`config.mk`:
```
export PLATFORM = sky130hd
export DESIGN_NAME = tick_ctrl
export DESIGN_NICKNAME = d
export VERILOG_FILES = /design/src/rtl/tick_ctrl.sv
export SDC_FILE = /design/constraint.sdc
export NUM_CORES = 1
export LEC_CHECK = 0
export ABC_AREA = 0
export CAP_MARGIN = 10
export CORE_MARGIN = 2
export CORE_UTILIZATION = 30
export CTS_CLUSTER_SIZE = 16
export DETAILED_ROUTE_END_ITERATION = 10
export PLACE_DENSITY = 0.48
export SKIP_LAST_GASP = 1
export SLEW_MARGIN = 20
export SYNTH_ARGS = -nofsm -noshare
export SYNTH_HDL_FRONTEND = slang
export SYNTH_SLANG_ARGS = --single-unit
```
`constraint.sdc`:
```
create_clock -name clk -period 4.4 [get_ports clk]
set_clock_uncertainty 0.1 [all_clocks]
set_input_delay 0.66 -clock clk [delete_from_list [all_inputs] [get_ports clk]]
set_output_delay 0.66 -clock clk [all_outputs]
set_load 0.01 [all_outputs]
```
`src/rtl/tick_ctrl.sv`:
```
// ============================================================================
//  Module      : tick_ctrl
//  Description : Rate-selectable tick controller. One prescale counter is
//                sequenced through idle, free-run and single-step modes and
//                produces a one-cycle tick enable plus a 50 % square wave.
//  Revision    : 1.0 - initial release
// ============================================================================
`default_nettype none

module tick_ctrl #(
    parameter int N      = 26,
    parameter int CLK_HZ = 50000000
) (
    input  logic       clk,
    input  logic       reset,
    input  logic       start,
    input  logic       stop,
    input  logic       step,
    input  logic [1:0] rate_sel,
    output logic       tick,
    output logic       sq,
    output logic       running,
    output logic       busy,
    output logic [1:0] rate_cur
);

    // Terminal counts (D-1) and half points (D/2) for 1, 2, 4 and 10 Hz
    localparam logic [N-1:0] c_last_1hz  = N'(CLK_HZ - 1);
    localparam logic [N-1:0] c_last_2hz  = N'(CLK_HZ / 2 - 1);
    localparam logic [N-1:0] c_last_4hz  = N'(CLK_HZ / 4 - 1);
    localparam logic [N-1:0] c_last_10hz = N'(CLK_HZ / 10 - 1);
    localparam logic [N-1:0] c_half_1hz  = N'(CLK_HZ / 2);
    localparam logic [N-1:0] c_half_2hz  = N'((CLK_HZ / 2) / 2);
    localparam logic [N-1:0] c_half_4hz  = N'((CLK_HZ / 4) / 2);
    localparam logic [N-1:0] c_half_10hz = N'((CLK_HZ / 10) / 2);

    localparam logic [1:0] c_st_idle = 2'd0;
    localparam logic [1:0] c_st_run  = 2'd1;
    localparam logic [1:0] c_st_step = 2'd2;

    logic [1:0]   r_state;
    logic [1:0]   w_state_nxt;
    logic [N-1:0] r_cnt;
    logic [1:0]   r_rate;
    logic [N-1:0] w_last;
    logic [N-1:0] w_half;
    logic         w_at_last;
    logic         w_active;

    // Divisor decode always follows the latched rate, never rate_sel
    always_comb begin
        w_last = c_last_1hz;
        w_half = c_half_1hz;
        case (r_rate)
            2'b00: begin w_last = c_last_1hz;  w_half = c_half_1hz;  end
            2'b01: begin w_last = c_last_2hz;  w_half = c_half_2hz;  end
            2'b10: begin w_last = c_last_4hz;  w_half = c_half_4hz;  end
            default: begin w_last = c_last_10hz; w_half = c_half_10hz; end
        endcase
    end

    assign w_at_last = (r_cnt == w_last);
    assign w_active  = (r_state == c_st_run) || (r_state == c_st_step);

    // State register
    always_ff @(posedge clk) begin
        if (reset) begin
            r_state <= c_st_idle;
        end else begin
            r_state <= w_state_nxt;
        end
    end

    // Next-state decode; stop dominates, start beats step
    always_comb begin
        w_state_nxt = r_state;
        case (r_state)
            c_st_idle: begin
                if (stop)       w_state_nxt = c_st_idle;
                else if (start) w_state_nxt = c_st_run;
                else if (step)  w_state_nxt = c_st_step;
            end
            c_st_run: begin
                if (stop) w_state_nxt = c_st_idle;
            end
            c_st_step: begin
                if (stop)           w_state_nxt = c_st_idle;
                else if (start)     w_state_nxt = c_st_run;
                else if (w_at_last) w_state_nxt = c_st_idle;
            end
            default: w_state_nxt = c_st_idle;
        endcase
    end

    // Prescale counter: zero whenever idle or leaving idle, else count and wrap
    always_ff @(posedge clk) begin
        if (reset) begin
            r_cnt <= '0;
        end else if (w_state_nxt == c_st_idle || !w_active) begin
            r_cnt <= '0;
        end else if (w_at_last) begin
            r_cnt <= '0;
        end else begin
            r_cnt <= r_cnt + 1'b1;
        end
    end

    // Rate latch: tracks rate_sel while idle, otherwise only at a period boundary
    always_ff @(posedge clk) begin
        if (reset) begin
            r_rate <= 2'b00;
        end else if (!w_active || w_at_last) begin
            r_rate <= rate_sel;
        end
    end

    // Moore outputs decoded from registered state and count
    always_comb begin
        busy     = w_active;
        running  = (r_state == c_st_run);
        tick     = w_active && w_at_last;
        sq       = w_active && (r_cnt >= w_half);
        rate_cur = r_rate;
    end

endmodule

`default_nettype wire

```
==> results of run 1 <==
## per-layer routing
metal,share of wire,track usage
met1,0.51,0.181
met5,0,0
met2,0.44,0.212
met4,0.020,0.0485
met3,0.030,0.0312
## kinds of logic after synthesis
family	count (synthesis)	share of synthesized area
XOR/XNOR	26	0.101
buffers and inverters	28	0.0605
multiplexers	2	0.00857
AND/OR/NAND/NOR	104	0.298
adder cells (fa/ha/maj)	26	0.139
flip-flops	30	0.257
AO/OA/AOI/OAI	38	0.136
## worst paths after layout
| check | endpoint | cells after the start | from |
|---|---|---|---|
| worst max-delay path | sq | 8 | rate_cur[1] |
| worst min-delay path | r_cnt[0] | 1 | r_cnt[0] |
| worst max register to register | r_cnt[24] | 9 | rate_cur[1] |
| worst min register to register | r_cnt[0] | 1 | r_cnt[0] |
## Yosys cell counts, types with 2 or more instances
cell type,instances
a21o_1,6
a21oi_1,8
clkbuf_1,2
ha_1,26
nand4bb_1,2
nor3_2,20
o21ai_0,5
nand3_1,10
xnor2_1,19
o311ai_0,2
nor3b_1,2
nor4_1,4
nand2b_1,6
xor2_1,6
mux2i_1,2
nor2_1,8
nor4_2,2
buf_6,4
inv_1,18
nand3b_1,2
a211oi_1,2
or3_1,2
nand4b_1,2
nand4_1,7
nand2_1,11
dfxtp_1,30
nor3_1,16
or2b_1,2
and4_1,5
## cell type report
class | instances | area [um^2] | area share
flip-flops and latches | 30 | 601 | 0.229
inverters | 18 | 67.6 | 0.0258
clock buffers | 7 | 86.3 | 0.0329
repair buffers | 15 | 143 | 0.0544
well taps | 102 | 128 | 0.0486
clock inverters | 1 | 5.00 | 0.00191
multi-input cells | 196 | 1590 | 0.608
## stage by stage
step	hold WS, ns	total power, uW	utilization	worst slack (ns)
6_report	0.417	587	0.343	0.536
2_1_floorplan	0.373	338	-	1.52
3_5_place_dp	0.406	359	0.331	0.867
5_1_grt	0.459	618	0.343	0.337
4_1_cts	0.418	595	0.343	0.551
3_3_place_gp	0.405	359	0.331	0.886
## sequential cells by signal, summed over array words and instances (netlist names)
signal,count
rate_cur,2
r_cnt,26
r_state,2
## cell usage in the layout, fill, tap and decap left out, types with 3 or more instances in the layout
cell type,synthesis,routed
nand2_1,11,11
clkdlybuf4s50_1,0,12
and4_1,5,5
xor2_1,6,6
nand3_1,10,10
xnor2_1,19,19
nor3_1,16,16
nand4_1,7,7
o21ai_0,5,5
clkbuf_8,0,6
nor4_1,4,4
dfxtp_1,30,30
nor2_1,8,8
nor3_2,20,20
buf_4,1,3
ha_1,26,26
nand2b_1,6,6
a21o_1,6,6
a21oi_1,8,8
inv_1,18,18
## report_power, final
part	switching (uW)	internal, uW	total (uW)	leakage (uW)
clock network	108	126	234	0.0000482
logic	44.0	30.3	74.2	0.000554
registers	4.36	274	278	0.000242
total	157	430	587	0.000845
## worst max-delay path, stage by stage (launching register included)
cell             delay (ns)
dfxtp_1                0.62
nand2_1                0.20
ha_1                   0.35
o211ai_1               0.10
a311oi_1               0.24
o21ai_0                0.13
a211o_1                0.28
a221oi_1               0.31
clkdlybuf4s50_1        0.60
==> results_dict.tcl, run 1 <==
set metrics [dict create \
    netlist.top_cell.by_area "dfxtp_1" \
    cts_max_level 2 \
    io_pins 13 \
    cts_hold_buf 0 \
    fmax_ghz 0.259 \
    cts_tree "yes" \
    synthArstFlopShare 0 \
    numCtsBuffers 5 \
    synth.top_cells.by_area "dfxtp_1, ha_1, nor3_2, xnor2_1, nor3_1" \
    syn_avg_cell_area_um2 9.20 \
    rsz0062_at_grt "false" \
    synth_edf_count 0 \
    portBuffers 12 \
    fin_cells 369 \
    grt_pass1_vias 1763 \
    drt_iter0_drc 73 \
    finalHoldViolations 0 \
    seq_area_frac_synth 0.257 \
    grt_antenna_before_repair 0 \
    maxSlewHeadroom 0.630 \
    grt_use_total 0.135 \
    via_per_inst 5.03 \
    initial_core_util 0.305 \
    syn_to_final_growth_pct 12.3 \
    crit_required_ns 3.64 \
    first_pass_iters 4 \
    rows 32 \
    setup_violations 0 \
    drc 0 \
    design_area_um2 2620 \
    fillCellCount 784 \
    synth_cells 254 \
    cp-end-kind "primary output" \
    clk_latency_ns 0.28 \
    yosys_warnings 0 \
    leakagePower_uw 0.000845 \
    grt_remaining_overflow 0 \
    worst_pin_slew_ns 0.551 \
    dp.cells 361 \
    clockRootBuffer "clkbuf_8" \
    wl_um 5430 \
    placed_area_um2 2530 \
    p_per_area_nw_per_um2 224 \
    ys_seq_elements 30 \
    clkTransAtPathRegs_ns 0.07 \
    n_antenna_cell 0 \
    finalCriticalPeriod_ns 3.86 \
    ant_nets 0 \
    hp-class "register to register" \
    syn-cell-area_um2 2340 \
    synth_top_area_frac 0.257 \
    layout-drive-gt1-share 0.142 \
    post_cts_buffers 0 \
    critPathKind "register to primary output" \
    cts.sinks 30 \
    fp.dieH_um 92.2 \
    post-route-period-util 0.878 \
    cts_buffer_depth 2 \
    synth_cell_type_count 52 \
    cap_viol_max_count 0 \
    status "finished, final reports clean" \
    gp_congestion 0.832 \
    ff2ff_setup_slack_ns 1.48 \
    fin_tns_setup_ns 0 \
    slew_violations 0 \
    grt_max_degree 27 \
    core-area_um2 7650 \
    dieWidth_um 92.2 \
    dp_hpwl_um 4070 \
    worstSetupStartpointType "register" \
    grt_pass1_wl_um 9010 \
    synthFlopType "dfxtp_1" \
    syn_nets 287 \
    fin_nets 299 \
    cp_data_arrival_time_ns 3.10 \
    ir_drop_mv 0.0950 \
    cts.repair.resized 0 \
    wl_per_cell_um 14.7 \
    worstPathMaxFanout 16 \
    dieArea_um2 8510 \
    vias 1856 \
]
Note: power is estimated with default switching activity, not from simulation.
==> run 2: changes to the inputs <==
--- a/config.mk
+++ b/config.mk
@@ -12,6 +12,7 @@
 export CTS_CLUSTER_SIZE = 16
 export DETAILED_ROUTE_END_ITERATION = 10
 export PLACE_DENSITY = 0.48
+export SETUP_SLACK_MARGIN = 0.4
 export SKIP_LAST_GASP = 1
 export SLEW_MARGIN = 20
 export SYNTH_ARGS = -nofsm -noshare
==> run 2 against run 1 <==
Net effect: first-iteration DRC count rose by 4.1%; sequential share of layout area barely moved; cell count did not move; critical path depth grew 1; critical endpoint is now tick; largest power group unchanged.
==> results_dict.tcl, run 2 (synthesis results as in run 1) <==
set metrics [dict create \
    max_flop_register "r_cnt" \
    p_per_area_nw_per_um2 223 \
    grt_remaining_overflow 0 \
    setup.worst_path.start "rate_cur[0]" \
    slew_violations 0 \
    cp_data_arrival_time_ns 2.97 \
    ant_nets 0 \
    critPathKind "register to primary output" \
    dieWidth_um 92.2 \
    post-route-period-util 0.847 \
    hp-start "r_cnt[0]" \
    ff2ff_setup_slack_ns 1.59 \
    crit_required_ns 3.64 \
    wl_per_cell_um 14.7 \
    holdPathStages 1 \
    cts_max_level 2 \
    cts_buffer_depth 2 \
    dp_hpwl_um 4070 \
    fmax_ghz 0.268 \
    grt_max_degree 27 \
    ir_drop_mv 0.0950 \
    leakagePower_uw 0.000864 \
    finalHoldViolations 0 \
    clkTransAtPathRegs_ns 0.07 \
    fin_tns_setup_ns 0 \
    io_pins 13 \
    cts.sinks 30 \
    hp-class "register to register" \
    status "finished, final reports clean" \
    vias 1855 \
    cap_viol_max_count 0 \
    wl_um 5430 \
    dp.cells 361 \
    finalCriticalPeriod_ns 3.73 \
    worst-r2r-cell-count 10 \
    first_pass_iters 4 \
    core-area_um2 7650 \
    grt_pass1_vias 1763 \
    grt_use_total 0.135 \
    cp-end-kind "primary output" \
    syn_to_final_growth_pct 12.5 \
    r2r_start "rate_cur[0]" \
    fin_cells 369 \
    maxSlewHeadroom 0.628 \
    worstPathMaxFanout 19 \
    worstSetupStartpointType "register" \
    largest_reg_flops 26 \
    dieArea_um2 8510 \
    drc 0 \
    layout-drive-gt1-share 0.146 \
    portBuffers 12 \
    worst_pin_slew_ns 0.554 \
    n_antenna_cell 0 \
    clockRootBuffer "clkbuf_8" \
    layout_common_cells "dfxtp_1, ha_1, nor3_2" \
    fp.dieH_um 92.2 \
    grt_pass1_wl_um 9010 \
    rsz0062_at_grt "false" \
    drt_iter0_drc 76 \
    fin_util 0.344 \
    via_per_inst 5.03 \
    setup_violations 0 \
    clk_latency_ns 0.28 \
    cts_hold_buf 0 \
    cts_tree "yes" \
    fin_nets 299 \
    grt_antenna_before_repair 0 \
    r2r-end "r_cnt[24]" \
    crit_end "tick" \
    final_common_cell "dfxtp_1" \
    rows 32 \
    gp_congestion 0.832 \
    initial_core_util 0.305 \
    numCtsBuffers 5 \
]
[run 2: cell types whose count changed in the layout (fill, tap and decap cells not counted), sizes merged]
cell | before | now
dlymetal6s2s | 0 | 1
clkdlybuf4s50 | 12 | 11
[run 2: final cells by class]
cell class	count	area, um^2
clock buffers	7	86.3
clock inverters	1	5.00
fillers	782	5020
inverters	18	67.6
multi-input cells	196	1590
flip-flops and latches	30	602
well taps	102	128
repair buffers	15	145
[run 2: report_power, final]
| group | internal (uW) | switching [uW] | leakage [uW] |
|---|---|---|---|
| clock | 126 | 108 | 0.0000482 |
| sequential | 274 | 4.37 | 0.000243 |
| combinational | 30.3 | 44.0 | 0.000573 |
[run 2: per-layer routing]
metal	wire (um)	global-route usage	share of wire	vias to the layer above
met5	0	0	0	-
met4	107	0.0485	0.020	0
met3	164	0.0312	0.030	11
met2	2370	0.212	0.44	22
met1	2790	0.181	0.51	867
li1	-	-	-	955
[run 2: critical path, cell delays in order, from the launching register on]
cell and delay [ns]:
dfxtp_1 0.30, buf_4 0.19, nand2_1 0.14, inv_1 0.11, ha_1 0.34, nand4b_1 0.16, a2111oi_4 0.38, o221ai_2 0.23
nor4_1 0.24, clkdlybuf4s50_1 0.59
[run 2: worst min-delay path by stage]
stage | end | slack (ns)
2_1_floorplan | r_cnt[0] | 0.37
3_3_place_gp | r_cnt[0] | 0.41
3_5_place_dp | r_cnt[0] | 0.41
4_1_cts | r_cnt[0] | 0.42
5_1_grt | r_cnt[0] | 0.46
6_report | r_cnt[0] | 0.42
[run 2: metrics by stage]
step	hold slack, ns	setup WS, ns	power, uW	cell area (um^2)
2_1_floorplan	0.373	1.52	338	2340
3_3_place_gp	0.405	0.886	359	2530
3_5_place_dp	0.406	0.867	359	2530
4_1_cts	0.418	0.551	595	2620
5_1_grt	0.459	0.523	618	2630
6_report	0.417	0.672	587	2630
[run 2: what timing repair did]
| action | in CTS | in global routing |
|---|---|---|
| gates resized for setup | 0 | 2 |
| buffers inserted | 0 | 0 |
| setup endpoints to repair | 0 | 2 |
